## src/rtl/ycbcr444_to_422.sv

```systemverilog
// ---------------------------------------------------------------------------
// ycbcr444_to_422
//
// Converts a 4:4:4 YCbCr pixel stream to 4:2:2 with a fixed 2-cycle latency.
// Each even/odd pixel pair within a line shares one rounded Cb average (sent
// on the even pixel) and one rounded Cr average (sent on the odd pixel). An
// even pixel that ends its line passes its own Cb through and drops its Cr.
//
// Ports
//   clk       : single clock, rising edge
//   rst_n     : asynchronous active-low reset
//   y_i       : luma in
//   cb_i      : blue chroma in (offset-128)
//   cr_i      : red chroma in (offset-128)
//   de_i      : data enable, marks a pixel
//   hs_i      : horizontal sync
//   vs_i      : vertical sync
//   bypass_i  : sideband, delayed untouched
//   y_o       : luma out, 2 cycles late
//   c_o       : interleaved chroma out (Cb even, Cr odd), 0 when de_o = 0
//   de_o      : data enable out, 2 cycles late
//   hs_o      : hsync out, 2 cycles late
//   vs_o      : vsync out, 2 cycles late
//   bypass_o  : sideband out, 2 cycles late
// ---------------------------------------------------------------------------
module ycbcr444_to_422 #(
    parameter int PIXEL_WIDTH  = 8,
    parameter int BYPASS_WIDTH = 8
) (
    input  logic                    clk,
    input  logic                    rst_n,
    input  logic [PIXEL_WIDTH-1:0]  y_i,
    input  logic [PIXEL_WIDTH-1:0]  cb_i,
    input  logic [PIXEL_WIDTH-1:0]  cr_i,
    input  logic                    de_i,
    input  logic                    hs_i,
    input  logic                    vs_i,
    input  logic [BYPASS_WIDTH-1:0] bypass_i,
    output logic [PIXEL_WIDTH-1:0]  y_o,
    output logic [PIXEL_WIDTH-1:0]  c_o,
    output logic                    de_o,
    output logic                    hs_o,
    output logic                    vs_o,
    output logic [BYPASS_WIDTH-1:0] bypass_o
);

    localparam int W = PIXEL_WIDTH;

    // Rounded (half-up) average of two components; the one-bit-wider sum
    // makes overflow impossible, and bits [W:1] are the result after >>1.
    function automatic logic [W-1:0] avg_round(
        input logic [W-1:0] a,
        input logic [W-1:0] b
    );
        logic [W:0] sum;
        sum = {1'b0, a} + {1'b0, b} + {{W{1'b0}}, 1'b1};
        return sum[W:1];
    endfunction

    // Stage-1 shift registers (one cycle behind the inputs)
    logic [W-1:0]            y_d1_r;
    logic [W-1:0]            cb_d1_r;
    logic [W-1:0]            cr_d1_r;
    logic                    hs_d1_r;
    logic                    vs_d1_r;
    logic [BYPASS_WIDTH-1:0] bypass_d1_r;

    // line_active_r is the delayed de_i: high means the stage-1 pixel is valid
    // and the current input pixel (if any) continues the same line.
    logic                    line_active_r;
    // Phase of the stage-1 pixel (0 = even / Cb slot, 1 = odd / Cr slot).
    logic                    phase_r;
    // Cr average computed while the even pixel sits in stage 1, emitted one
    // cycle later with the odd pixel.
    logic [W-1:0]            cr_avg_r;

    logic                    cur_phase_s;
    logic                    pair_start_s;
    logic [W-1:0]            c_next_s;

    // Phase of the incoming pixel and chroma value for the stage-1 pixel
    always_comb begin
        cur_phase_s  = 1'b0;
        pair_start_s = 1'b0;
        c_next_s     = {W{1'b0}};

        // A line start (previous cycle idle) always begins at phase 0.
        if (line_active_r) begin
            cur_phase_s = ~phase_r;
        end else begin
            cur_phase_s = 1'b0;
        end

        // Even pixel in stage 1 with its odd partner arriving right now.
        pair_start_s = line_active_r & ~phase_r & de_i;

        if (!line_active_r) begin
            c_next_s = {W{1'b0}};
        end else if (!phase_r) begin
            if (de_i) begin
                c_next_s = avg_round(cb_d1_r, cb_i);
            end else begin
                // Lone even pixel at the end of an odd-length line.
                c_next_s = cb_d1_r;
            end
        end else begin
            c_next_s = cr_avg_r;
        end
    end

    // Stage-1 registers, phase tracking and held Cr average
    always_ff @(posedge clk or negedge rst_n) begin
        if (!rst_n) begin
            y_d1_r        <= {W{1'b0}};
            cb_d1_r       <= {W{1'b0}};
            cr_d1_r       <= {W{1'b0}};
            hs_d1_r       <= 1'b0;
            vs_d1_r       <= 1'b0;
            bypass_d1_r   <= {BYPASS_WIDTH{1'b0}};
            line_active_r <= 1'b0;
            phase_r       <= 1'b0;
            cr_avg_r      <= {W{1'b0}};
        end else begin
            y_d1_r        <= y_i;
            cb_d1_r       <= cb_i;
            cr_d1_r       <= cr_i;
            hs_d1_r       <= hs_i;
            vs_d1_r       <= vs_i;
            bypass_d1_r   <= bypass_i;
            line_active_r <= de_i;
            if (de_i) begin
                phase_r <= cur_phase_s;
            end else begin
                phase_r <= 1'b0;
            end
            if (pair_start_s) begin
                cr_avg_r <= avg_round(cr_d1_r, cr_i);
            end else begin
                cr_avg_r <= cr_avg_r;
            end
        end
    end

    // Stage-2 output registers
    always_ff @(posedge clk or negedge rst_n) begin
        if (!rst_n) begin
            y_o      <= {W{1'b0}};
            c_o      <= {W{1'b0}};
            de_o     <= 1'b0;
            hs_o     <= 1'b0;
            vs_o     <= 1'b0;
            bypass_o <= {BYPASS_WIDTH{1'b0}};
        end else begin
            y_o      <= y_d1_r;
            c_o      <= c_next_s;
            de_o     <= line_active_r;
            hs_o     <= hs_d1_r;
            vs_o     <= vs_d1_r;
            bypass_o <= bypass_d1_r;
        end
    end

endmodule

```

## config.mk

```make
export PLATFORM = sky130hd
export DESIGN_NAME = ycbcr444_to_422
export DESIGN_NICKNAME = d
export VERILOG_FILES = /design/src/rtl/ycbcr444_to_422.sv
export SDC_FILE = /design/constraint.sdc
export NUM_CORES = 1
export LEC_CHECK = 0
export BUFFER_PORTS_ARGS = -buffer_cell sky130_fd_sc_hd__buf_2
export CAP_MARGIN = 20
export CELL_PAD_IN_SITES_DETAIL_PLACEMENT = 1
export CELL_PAD_IN_SITES_GLOBAL_PLACEMENT = 1
export CORE_ASPECT_RATIO = 0.7
export CORE_MARGIN = 2
export CORE_UTILIZATION = 40
export DETAILED_ROUTE_END_ITERATION = 10
export GPL_ROUTABILITY_DRIVEN = 0
export PLACE_DENSITY = 0.72
export SLEW_MARGIN = 20
export SYNTH_ARGS = -nofsm -noshare
export SYNTH_HDL_FRONTEND = slang
export SYNTH_SLANG_ARGS = --single-unit
```

## constraint.sdc

```tcl
create_clock -name clk -period 3.27 [get_ports clk]
set_clock_uncertainty 0.15 [all_clocks]
set_input_delay 0.4905 -clock clk [delete_from_list [all_inputs] [get_ports clk]]
set_output_delay 0.4905 -clock clk [all_outputs]
set_load 0.1 [all_outputs]
```

-- Word level (Yosys, flattened, before mapping)
Index checks and enable logic that the tools add are counted.
- bits in registers: 71
- bits of input ports: 37
- add/subtract/negate cells: 4
- muxes and demuxes: 5
- bitwise logic cells: 3
- operator list (cell ; count):
    2-to-1 mux 8 bit ; 3
    adder 8 x 8 -> 9 bit ; 2
    adder 9 x 1 -> 9 bit, second input constant ; 2
    bitwise AND 1 bit ; 2
    2-to-1 mux 1 bit ; 2
    NOT 1 bit ; 1

-- Longest topological paths before layout
- depth in word-level cells: 5
- depth in mapped cells: 7
- depth with buffers taken out: 7

-- Least setup slack after synthesis
Ideal clock, no wire load.
- path kind: input port to flip-flop
- start: input port cr_i[0]
- end: register cr_avg_r[5]
- library setup time: 0.131 ns
- arrival: 2.043 ns
- data required time: 2.989 ns
- slack: 0.946 ns
- stages: 7
- path through: or2_2 fa_1 a21o_1 a311o_1 a21oi_2 xor2_1 o21ai_1
- longest elaborated chain between the ends: 2
- ends and longest elaborated chain (item ; RTL line ; text):
    start: declaration ; 34 ; input logic [PIXEL_WIDTH-1:0] cr_i,
    adder 8 x 8 -> 9 bit ; 56 ; sum = {1'b0, a} + {1'b0, b} + {{W{1'b0}}, 1'b1};
    adder 9 x 1 -> 9 bit ; 56 ;
    end signal: assignment ; 122 ; cr_avg_r <= {W{1'b0}};
    end signal: assignment ; 137 ; cr_avg_r <= avg_round(cr_d1_r, cr_i);
    end signal: assignment ; 139 ; cr_avg_r <= cr_avg_r;
    end: declaration ; 75 ; logic [W-1:0] cr_avg_r;
No other way between the ends.
A chain may end at the register's enable or synchronous reset.

-- Final worst setup path
- start: register cr_d1_r[0]
- end: register cr_avg_r[5]
- longest elaborated chain between the ends: 2
- ends and longest elaborated chain (item ; RTL line ; text):
    start: declaration ; 63 ; logic [W-1:0] cr_d1_r;
    start signal: assignment ; 116 ; cr_d1_r <= {W{1'b0}};
    start signal: assignment ; 126 ; cr_d1_r <= cr_i;
    adder 8 x 8 -> 9 bit ; 56 ;
    adder 9 x 1 -> 9 bit ; 56 ;
No other way between the ends.

==> impl_metrics.yaml <==
status:
  outcome: "finished clean"
timing:
  finalCritPeriodShare_pct: 72.4
  tightest_slew_ns: 0.504
  max_freq_mhz: 422
  final.setup.tns_ns: 0
  setup_viol: 0
  slew-limit-headroom_pct: 66.6
  slew_viol_final: 0
  rsz0062_at_grt: "no"
  period_minus_slack_ns: 2.37
  report.final.hold_viol_count: 0
synthesis:
  seq_area_frac_synth_pct: 65.4
  synth_cells: 203
  synth_area_um2: 2720
  synth_area_leader_cell: "dfrtp_1"
  avgSynthCellArea_um2: 13.4
  synthTopCellsByArea: "dfrtp_1 (65%), ha_1 (6.5%), nand2_1 (2.4%)"
  yosysTopAreaCellShare_pct: 65.4
  ys_types: 42
  syn_nets: 256
  ys_warn_count: 0
  ys_ff_latch: 71
power:
  power.total_mw: 2.14
  irDropWorstVdd_uv: 296
  power.leakage_nw: 1.63
  powerDensity_nw_per_um2: 636
die:
  ios: 64
  die_w_um: 102
  die_h_um: 72.9
  start_util_pct: 40.8
  std_cell_rows: 25
  coreArea_um2: 6660
  die_area_um2: 7470
detailed_routing:
  drtAntennaViolNets: 0
  drt-total-wl_mm: 5.49
  drc: 0
  vias_per_cell: 4.74
  drtPass1Iterations: 4
  drt_iter0_markers: 37
  num_vias: 1772
  wl_per_cell_um: 14.7
clock_network:
  htreeDepth: 3
  cts_tree: "built"
  cts_buffers: 9
  cts.sink_count: 71
  worstSkewPairLatency_ns: 0.34
  clk_pin_slew_ns: 0.07
  cts_resized: 0
  root_buffer: "clkbuf_8"
  clockBufferDepth: 2
finish:
  syn_to_final_growth_pct: 24.0
  antenna_cells: 0
  nets: 328
  final_core_util_pct: 50.5
  final_layout_size_suffix_gt1_share_pct: 31.4
worst_setup_path:
  critPathLaunchType: "register"
  critPathKind: "register to register"
  slowest_delay_ns: 0.41
  crit_slowest_cell: "fa_1"
  cp.required_ns: 3.33
  cp_top_family: "compound AO/OA/AOI/OAI gates"
  crit_fanout: 2
  cp.arrival_ns: 2.43
  crit_chain: "or2_2, fa_1, a21o_1, a311o_1, a21oi_2, xor2_1, o21ai_1"
  endpoint_kind: "register"
  cp_num_buf_inv: 0
worst_hold_path:
  hp-class: "primary input to register"
grt:
  grtUsageTotal_pct: 16.4
  grt_pass1_wl_mm: 9.12
  grt_max_degree: 38
  antenna_found_initial: 0
  overflow: 0
  grt_pass1_vias: 1878
place:
  io_buffers: 63
  dp_hpwl_mm: 4.14
flow_run:
  maxCapViolations: 0
## synth_stat cells
cell type,n
a211oi_1,3
and2_1,2
and3_1,1
xor2_1,5
o21ai_2,1
nor3_2,1
dfrtp_1,71
clkbuf_1,3
a21oi_1,8
a311o_1,1
a221oi_1,2
nor2_1,8
o21ai_0,10
nor2b_4,1
nor3b_1,1
a21oi_2,2
fa_1,2
o2111ai_1,1
xnor2_1,2
a21boi_0,1
mux2_2,1
o21ai_1,1
nand2b_1,1
o31ai_2,1
o21a_1,5
or2_2,1
mux2_4,1
and4_1,2
nand2_1,17
nor3_1,4
a21o_1,1
inv_1,5
o31ai_1,2
nand3_1,5
o211ai_1,3
nor2b_1,2
mux2i_1,5
nand3b_1,2
ha_1,14
o22ai_1,1
o211a_1,1
buf_2,2
## cells in the final DEF (no fill, tap or decap), types with 2 or more instances in the layout
cell type,netlist,routed
xor2_1,5,5
a21oi_2,2,2
buf_2,2,63
and4_1,2,2
inv_1,5,5
o211ai_1,3,3
buf_4,0,2
nand2_1,17,17
o21a_1,5,5
clkbuf_1,3,2
and2_1,2,2
dfrtp_1,71,71
xnor2_1,2,2
nor2b_1,2,2
ha_1,14,14
clkinv_4,0,2
o21ai_0,10,10
a211oi_1,3,3
nor2_1,8,8
a21oi_1,8,8
nand3b_1,2,2
fa_1,2,2
a221oi_1,2,2
bufinv_16,0,2
nand3_1,5,5
nor3_1,4,4
clkbuf_8,0,9
o31ai_1,2,2
mux2i_1,5,5
## worst reg2reg max path: stages, from the launching register on
cell	delay, ns
dfrtp_1	0.39
or2_2	0.31
fa_1	0.41
a21o_1	0.19
a311o_1	0.36
a21oi_2	0.17
xor2_1	0.19
o21ai_1	0.08
## final cells by class
type,instances,area (µm²)
Sequential cell,71,1780
Timing Repair Buffer,66,340
Inverter,5,18.8
Tap cell,94,118
Fill cell,718,3300
Clock inverter,5,82.6
Clock buffer,11,131
Multi-Input combinational cell,122,898
## logic make-up (layout without fill, tap and decap cells)
group,Yosys count,in the layout,share of synthesized area [%]
flops,71,71,65.4
fa+ha+maj,16,16,7.93
simple gates,48,48,9.08
xor+xnor,7,7,2.26
mux,7,7,2.81
buf+inv,10,87,1.47
compound gates,44,44,11.0
## routing by layer
| metal | vias to the layer above | wire length (µm) | GRT usage (%) |
|---|---|---|---|
| met5 | - | 0 | 0 |
| met4 | 0 | 47 | 4.89 |
| met3 | 5 | 404 | 7.38 |
| met2 | 54 | 2310 | 24.5 |
| met1 | 858 | 2730 | 21.7 |
| li1 | 855 | - | - |
## final timing paths
check,slack [ns],endpoint,from,depth (start not counted)
max reg2reg,0.90,cr_avg_r[5]$_DFFE_PN0P_,cr_d1_r[0]$_DFF_PN0_,7
min in group asynchronous,0.39,bypass_d1_r[4]$_DFF_PN0_,rst_n,2
max in group asynchronous,1.86,cb_d1_r[0]$_DFF_PN0_,rst_n,3
min,0.1,bypass_d1_r[1]$_DFF_PN0_,bypass_i[1],1
min reg2reg,0.20,bypass_o[2]$_DFF_PN0_,bypass_d1_r[2]$_DFF_PN0_,0
max,0.90,cr_avg_r[5]$_DFFE_PN0P_,cr_d1_r[0]$_DFF_PN0_,7
## sequential cells by signal (all words and copies together) (netlist names)
name,cells
bypass_d1_r,8
bypass_o,8
c_o,8
cb_d1_r,8
cr_avg_r,8
cr_d1_r,8
y_d1_r,8
y_o,8
de_o,1
hs_d1_r,1
hs_o,1
line_active_r,1
phase_r,1
vs_d1_r,1
vs_o,1
## timing repair
item	CTS	global route
hold buffers	1	0
endpoints found under the setup margin	0	0
endpoints found under the hold margin	9	0
setup buffers	0	0
## per-stage QoR
step           std cells  instance area [µm²]  setup slack, ns  hold slack, ns
2_1_floorplan        203                 2720            0.946          0.0449
3_3_place_gp         357                 3140            0.779           0.182
3_5_place_dp         357                 3140            0.691           0.186
4_1_cts              374                 3370            0.882          0.0792
5_1_grt              374                 3370            0.816          0.0697
6_report             374                 3370            0.902          0.0999
## power breakdown
group | internal [mW] | switching [mW]
Clock | 0.431 | 0.317
Combinational | 0.112 | 0.304
Sequential | 0.945 | 0.0302
Power figures use the tool's default switching activity.
